## config.mk

```make
export PLATFORM = sky130hd
export DESIGN_NAME = timer_multi_channel
export DESIGN_NICKNAME = d
export VERILOG_FILES = /design/src/rtl/timer_multi_channel.sv
export SDC_FILE = /design/constraint.sdc
export NUM_CORES = 1
export LEC_CHECK = 0
export BUFFER_PORTS_ARGS = -buffer_cell sky130_fd_sc_hd__clkbuf_2
export CAP_MARGIN = 20
export CORE_AREA = 2 2 135 111
export DETAILED_ROUTE_END_ITERATION = 10
export DIE_AREA = 0 0 137 113
export PLACE_DENSITY = 0.68
export REMOVE_ABC_BUFFERS = 1
export SLEW_MARGIN = 20
export SYNTH_ARGS = -nofsm -noshare
export SYNTH_HDL_FRONTEND = slang
export SYNTH_SLANG_ARGS = --single-unit
```

## constraint.sdc

```tcl
create_clock -name Clk_In -period 3 [get_ports Clk_In]
set_input_delay 0 -clock Clk_In [delete_from_list [all_inputs] [get_ports Clk_In]]
set_output_delay 0 -clock Clk_In [all_outputs]
set_load 0.02 [all_outputs]
```

## src/rtl/timer_multi_channel.sv

```systemverilog
// Multi-channel down-counting timer sharing one prescaler tick.
// Per channel: start/stop control, periodic or one-shot rollover, sticky flag.
module timer_multi_channel #(
    parameter int TIMER_WIDTH     = 16,
    parameter int NUM_CHANNELS    = 4,
    parameter int PRESCALER_WIDTH = 8
) (
    input  logic                                Clk_In,
    input  logic                                Reset_In,
    input  logic                                Enable_In,
    input  logic [PRESCALER_WIDTH-1:0]          Prescale_In,
    input  logic [NUM_CHANNELS-1:0]             Start_Timer_Command_In,
    input  logic [NUM_CHANNELS-1:0]             Stop_Timer_Command_In,
    input  logic [NUM_CHANNELS-1:0]             Timer_Periodic_Oneshotb_Mode_In,
    input  logic [NUM_CHANNELS*TIMER_WIDTH-1:0] Preload_Timer_Value_In,
    input  logic [NUM_CHANNELS-1:0]             Clear_Rollover_In,
    input  logic [NUM_CHANNELS-1:0]             Interrupt_Mask_In,
    output logic [NUM_CHANNELS-1:0]             Timer_Running_Flag_Out,
    output logic [NUM_CHANNELS-1:0]             Timer_Rollover_Flag_Out,
    output logic [NUM_CHANNELS-1:0]             Timer_Rollover_Sticky_Out,
    output logic [NUM_CHANNELS*TIMER_WIDTH-1:0] Timer_Count_Out,
    output logic                                Interrupt_Out
);

    logic [PRESCALER_WIDTH-1:0]                presc_q, presc_d;
    logic                                      tick;
    logic [NUM_CHANNELS-1:0]                   run_q, run_d;
    logic [NUM_CHANNELS-1:0]                   pulse_q, pulse_d;
    logic [NUM_CHANNELS-1:0]                   sticky_q, sticky_d;
    logic [NUM_CHANNELS-1:0][TIMER_WIDTH-1:0]  cnt_q, cnt_d;
    logic                                      irq_q, irq_d;
    logic [NUM_CHANNELS-1:0]                   set_sticky;

    // Prescaler is held at zero while disabled so ticks restart cleanly.
    always_comb begin
        presc_d = '0;
        tick    = 1'b0;
        if (Enable_In) begin
            if (presc_q >= Prescale_In) begin
                tick    = 1'b1;
                presc_d = '0;
            end else begin
                presc_d = presc_q + PRESCALER_WIDTH'(1);
            end
        end
    end

    always_comb begin
        run_d      = run_q;
        cnt_d      = cnt_q;
        pulse_d    = '0;
        set_sticky = '0;
        for (int n = 0; n < NUM_CHANNELS; n++) begin
            if (Start_Timer_Command_In[n] && !run_q[n]) begin
                run_d[n] = 1'b1;
                cnt_d[n] = Preload_Timer_Value_In[n*TIMER_WIDTH +: TIMER_WIDTH];
            end else if (Stop_Timer_Command_In[n] && run_q[n]) begin
                run_d[n] = 1'b0;
                cnt_d[n] = '0;
            end else if (run_q[n] && tick) begin
                if (cnt_q[n] == '0) begin
                    pulse_d[n]    = 1'b1;
                    set_sticky[n] = 1'b1;
                    // Mode and preload are sampled here, not at start.
                    if (Timer_Periodic_Oneshotb_Mode_In[n]) begin
                        cnt_d[n] = Preload_Timer_Value_In[n*TIMER_WIDTH +: TIMER_WIDTH];
                    end else begin
                        cnt_d[n] = '0;
                        run_d[n] = 1'b0;
                    end
                end else begin
                    cnt_d[n] = cnt_q[n] - TIMER_WIDTH'(1);
                end
            end
        end
    end

    always_comb begin
        sticky_d = set_sticky | (sticky_q & ~Clear_Rollover_In);
        irq_d    = |(sticky_q & Interrupt_Mask_In);
    end

    always_ff @(posedge Clk_In or posedge Reset_In) begin
        if (Reset_In) begin
            presc_q  <= '0;
            run_q    <= '0;
            pulse_q  <= '0;
            sticky_q <= '0;
            cnt_q    <= '0;
            irq_q    <= 1'b0;
        end else begin
            presc_q  <= presc_d;
            run_q    <= run_d;
            pulse_q  <= pulse_d;
            sticky_q <= sticky_d;
            cnt_q    <= cnt_d;
            irq_q    <= irq_d;
        end
    end

    assign Timer_Running_Flag_Out    = run_q;
    assign Timer_Rollover_Flag_Out   = pulse_q;
    assign Timer_Rollover_Sticky_Out = sticky_q;
    assign Timer_Count_Out           = cnt_q;
    assign Interrupt_Out             = irq_q;

endmodule

```

* Word-level counts from Yosys, hierarchy flattened
Cells that the tools add are included.
** Word-level totals
- Register bits after elaboration :: 85
- Input bits :: 95
- Output and inout port bits :: 77
- Word-level logic and storage cells :: 119
** Operators by class
- Add/subtract/negate cells :: 5
- Order comparisons :: 1
- Eq/ne operators :: 4
- Multiplexer cells :: 60
- Bitwise gates (word level) :: 4
- Reduce and logical (&&, ||, !) cells :: 33
** Operators with widths (number)
- $mux 16 :: 20
- $logic_not 16->1 :: 4
- $sub 16x1->16 const B :: 4
- $mux 1 :: 38
- $reduce_bool 3->1 :: 8
- $mux 8 :: 2
- $logic_and 1x1->1 :: 12
- $ne 3x1->1 const B :: 4
- $reduce_and 3->1 :: 4
- $add 8x1->8 const B :: 1
- $and 4x4->4 :: 2
- $ge 8x8->1 :: 1
- $logic_not 1->1 :: 4
- $not 4->4 :: 1
- $or 4x4->4 :: 1
- $reduce_or 4->1 :: 1

* Depth between registers and ports, before layout
- Word-level depth :: 8
- Gate-level depth with buffers :: 10
- Gate-level depth less buffers :: 8

* Worst setup path after synthesis
OpenSTA, ideal clock, no wires.
- Path type :: register to register
- Start :: register presc_q[2]
- End :: register cnt_q, in the netlist Timer_Count_Out[19]
- Setup time :: 136 ps
- Arrival time :: 2164 ps
- Required time :: 2864 ps
- Setup slack :: 700 ps
- Stages on the path, launching flop included :: 9
- Buffers on the path :: 2
- Period minus slack after synthesis :: 2300 ps
- Path through :: dfrtp_1 ha_1 o211ai_1 a21oi_1 a32o_1 clkbuf_1 a21oi_1 clkbuf_1 o21ai_0
** On the way
- Longest elaborated chain between the ends :: 5
** Ends and longest elaborated chain
- from (decl) :: RTL line 25 : logic [PRESCALER_WIDTH-1:0] presc_q, presc_d;
- from (signal assigned) :: RTL line 92 : presc_q <= presc_d;
- $ge 8x8->1 :: RTL line 39 : if (presc_q >= Prescale_In) begin
- $mux 1 :: RTL line 39
- $mux 1 :: RTL line 38 : if (Enable_In) begin
- $logic_and 1x1->1 :: RTL line 60 : end else if (run_q[n] && tick) begin
- $reduce_bool 3->1 (no line)
- to (signal assigned) :: RTL line 96 : cnt_q <= cnt_d;
- to (decl) :: RTL line 30 : logic [NUM_CHANNELS-1:0][TIMER_WIDTH-1:0] cnt_q, cnt_d;
Every way passes these cells.
A chain may end at the register's enable or synchronous reset.

* Final worst setup path
- Start :: register presc_q[4]
- End :: register run_q[0], in the netlist Timer_Running_Flag_Out[0]
** On the way
- Longest elaborated chain between the ends :: 6
** Ends and longest elaborated chain
- $ge 8x8->1 :: RTL line 39
- $mux 1 :: RTL line 39
- $mux 1 :: RTL line 38
- $logic_and 1x1->1 :: RTL line 60
- $reduce_bool 3->1 (no line)
- $reduce_and 3->1 (no line)
- to (signal assigned) :: RTL line 93 : run_q <= run_d;
- to (decl) :: RTL line 27 : logic [NUM_CHANNELS-1:0] run_q, run_d;
Every way passes these cells.

==> run_results.csv <==
group,metric,value,unit
worst_setup_path,cp.arrival,2860,ps
yosys,async_flop_share,100,%
yosys,synth_top_cell_by_area,"dfrtp_1",
pwr,power_density,779,mW/mm2
pwr,combPwrFrac,45.3,%
global_routing,grt_pass1_vias,5595,
pwr,vdd_ir_drop_max,0.000460,V
pwr,switching_share,44.2,%
pwr,power_switching,0.00267,W
floorplan,die_h,113,um
timing,rsz0062_at_grt,"false",
floorplan,dieArea,0.0155,mm2
clock_tree,cts_resized,0,
placed_design,gp_congestion,0.916,
global_routing,grtUsageTotal,22.2,%
timing,hold_viol,0,
floorplan,rows,39,
floorplan,chipWidth,137,um
cells_and_area,drive_gt1_share,24.1,%
cells_and_area,syn_to_final_growth,40.4,%
clock_tree,cts_buffers,9,
yosys,netlist_instances,667,
hold_path,hp-class,"input port to flip-flop",
yosys,mappedNetlistArea,0.00551,mm2
clock_tree,cts_max_level,3,
worst_setup_path,r2r_end,"Timer_Running_Flag_Out[0]",
worst_setup_path,required,3240,ps
clock_tree,clk_path_buf_depth,2,
global_routing,grt-ovfl-total,0,
timing,maxSlewViolCount,0,
yosys,ys_seq_area_share,38.6,%
floorplan,coreArea,0.0141,mm2
placed_design,placed_cell_area,0.00666,mm2
outcome,outcome,"completed",
timing,tightest_slew,783,ps
timing,period_share,87.4,%
global_routing,antenna_found_initial,0,
worst_setup_path,crit_fanout,13,
yosys,synth.most_common_cell,"dfrtp_1",
floorplan,initial_core_util,39.2,%
global_routing,grt_pass1_wl,27900,um
yosys,yosysTopAreaCellShare,38.6,%
pwr,p_int,0.00336,W
placed_design,port-buffer-count,171,
timing,tns,0,ps
clock_tree,cts_tree,"yes",
placed_design,hpwl,12000,um
pwr,seq_power_share,33.2,%
global_routing,grt_max_degree,44,
yosys,ys_warn_count,0,
timing,finalSetupViolCount,0,
cells_and_area,nets,1030,
clock_tree,clkSlewWorstSetupHoldPaths,70,ps
worst_setup_path,endpoint_kind,"flip-flop",
worst_setup_path,rrSetupSlack,380,ps
cells_and_area,fillCellCount,1289,
worst_setup_path,cp-start-kind,"flip-flop",
yosys,synth-edff-count,0,
clock_tree,cts-root-buf,"clkbuf_16",
worst_setup_path,worstPathCellList,"ha_1, o211ai_1, a21oi_1, a32o_1, nand2_1, nor2_1, o21ai_0, dlygate4sd3_1",
pwr,leakagePower,3.63,nW
hold_path,min_path_cells,3,
detailed_routing,routedWlPerCell,15.2,um
detailed_routing,vias,6107,
yosys,netlist_top_cells_count,"dfrtp_1 (85), a21oi_1 (72), nor2_1 (69)",
detailed_routing,routed_wl,16900,um
worst_setup_path,crit_family,"compound AO/OA/AOI/OAI gates",
worst_setup_path,worstRegToRegCells,8,
cells_and_area,insertedDiodeCount,0,
hold_path,hp-start,"Interrupt_Mask_In[1]",
yosys,synth_area_leaders,"dfrtp_1 (39%), a21oi_1 (6.5%), o21ai_0 (5.4%), nor2_1 (4.7%), ha_1 (3.9%)",
timing,period_needed,2620,ps
yosys,synth-main-ff-cell,"dfrtp_1",
clock_tree,post_cts_buffers,0,
clock_tree,clock_latency,350,ps
hold_path,hold-path-endpoint,"Interrupt_Out",
timing,setup_ws,378,ps
detailed_routing,drt_iter0_markers,415,
clock_tree,cts_sinks,85,
cells_and_area,fin_util,55.1,%
pwr,clkPwrFrac,21.5,%
clock_tree,ctsHoldBuffers,74,
detailed_routing,via_per_inst,5.52,
floorplan,ios,172,
detailed_routing,firstDrtPassIters,5,
job,maxCapViolations,0,
yosys,ys_ff_latch,85,
detailed_routing,drc_errors,0,
yosys,synth.distinct_cells,60,
timing,max_slew_margin,47.8,%
placed_design,post-place-ws,340,ps
worst_setup_path,crit_type,"flip-flop to flip-flop",
worst_setup_path,cp_slowest_cell,"dlygate4sd3_1",
worst_setup_path,cpPeakStageDelay,550,ps
yosys,synth_area_per_cell,8.27,um2
detailed_routing,ant_nets,0,
timing,finClkSkew,12.8,ps
worst_setup_path,r2r_start,"presc_q[4]",
timing,fmax,381,MHz
worst_setup_path,critPathBufInv,1,
cells_and_area,fin_area,0.00774,mm2
-- state kept, by name, summed over array words and instances (netlist names) --
signal,cells
Interrupt_Out,1
Timer_Count_Out,64
Timer_Rollover_Flag_Out,4
Timer_Rollover_Sticky_Out,4
Timer_Running_Flag_Out,4
presc_q,8
-- per-stage QoR --
stage	power (W)	instances	hold slack, ps
2_1_floorplan	0.00368	641	86.4
3_3_place_gp	0.00463	1017	152
3_5_place_dp	0.00464	1017	154
4_1_cts	0.00603	1107	2.56
5_1_grt	0.00648	1107	13.6
6_report	0.00603	1107	9.89
-- power by group through the flow --
| stage | Sequential, W | Combinational [W] | Clock, W |
|---|---|---|---|
| finish | 0.00200 | 0.00274 | 0.00129 |
| detailed placement | 0.00201 | 0.00263 | 0 |
| global route | 0.00207 | 0.00303 | 0.00137 |
| global placement | 0.00201 | 0.00262 | 0 |
| CTS | 0.00199 | 0.00272 | 0.00132 |
| floorplan | 0.00230 | 0.00138 | 0 |
-- worst register-to-register path: stages, from the launching register on --
cell and delay [ps]:
dfrtp_1 410, ha_1 320, o211ai_1 130, a21oi_1 150
a32o_1 540, nand2_1 210, nor2_1 120, o21ai_0 80
dlygate4sd3_1 550
-- cell type report --
cell class | count | area, um2 | share of cell area (%)
well taps | 184 | 230 | 2.97
clock inverters | 4 | 77.6 | 1.00
repair buffers | 266 | 1770 | 22.8
multi-input cells | 521 | 3140 | 40.6
flip-flops and latches | 85 | 2130 | 27.5
inverters | 35 | 133 | 1.71
clock buffers | 12 | 267 | 3.44
-- placed cells by master (no fill, tap or decap), types with 4 or more instances in the layout --
cell type,Yosys,final
xor2_1,8,8
a32oi_1,20,20
nor2_1,69,69
a22oi_1,10,10
nor3_1,31,31
inv_1,35,34
nand2b_1,7,7
dfrtp_1,85,85
nor2b_1,6,6
and3_1,5,5
a221oi_1,5,5
and2_1,8,8
a21oi_1,72,72
nor4_1,16,16
clkbuf_2,0,171
nor3b_1,9,9
a31oi_1,8,8
xnor2_1,4,4
or3_1,4,4
buf_4,0,20
dlygate4sd3_1,0,74
o2bb2ai_1,4,4
a21o_1,13,13
o21ai_0,59,59
or4_1,5,5
nand2_1,45,45
o211ai_1,6,6
o22ai_1,10,10
ha_1,17,17
a211oi_1,4,4
nand3_1,15,15
o21ai_1,18,18
clkbuf_16,0,9
-- layer usage --
metal | wire [um] | vias to the layer above | global-route usage, %
li1 | - | 2996 | -
met1 | 7970 | 2822 | 32.5
met2 | 7480 | 274 | 33.8
met3 | 1280 | 15 | 5.20
met4 | 127 | 0 | 4.26
met5 | 0 | - | 0
-- cells by family after synthesis --
family	share of synthesized area (%)
xor gates and xnor gates	1.91
buffers and inverters	4.43
DFF	38.6
adders and majority gates	3.86
and+or+nand+nor	22.2
muxes	0.545
AOI/OAI and AO/OA	28.5
-- worst max path at each step --
stage,startpoint,cells after the start,slack [ps],to
after CTS,presc_q[0],9,330,Timer_Running_Flag_Out[0]
after global routing,presc_q[0],9,100,Timer_Running_Flag_Out[0]
after global placement,presc_q[0],8,430,Timer_Count_Out[62]
after detailed placement,presc_q[0],8,340,Timer_Count_Out[62]
final,presc_q[4],8,380,Timer_Running_Flag_Out[0]
after floorplan,presc_q[2],7,280,Timer_Count_Out[34]
(Power assumes the default switching activity.)
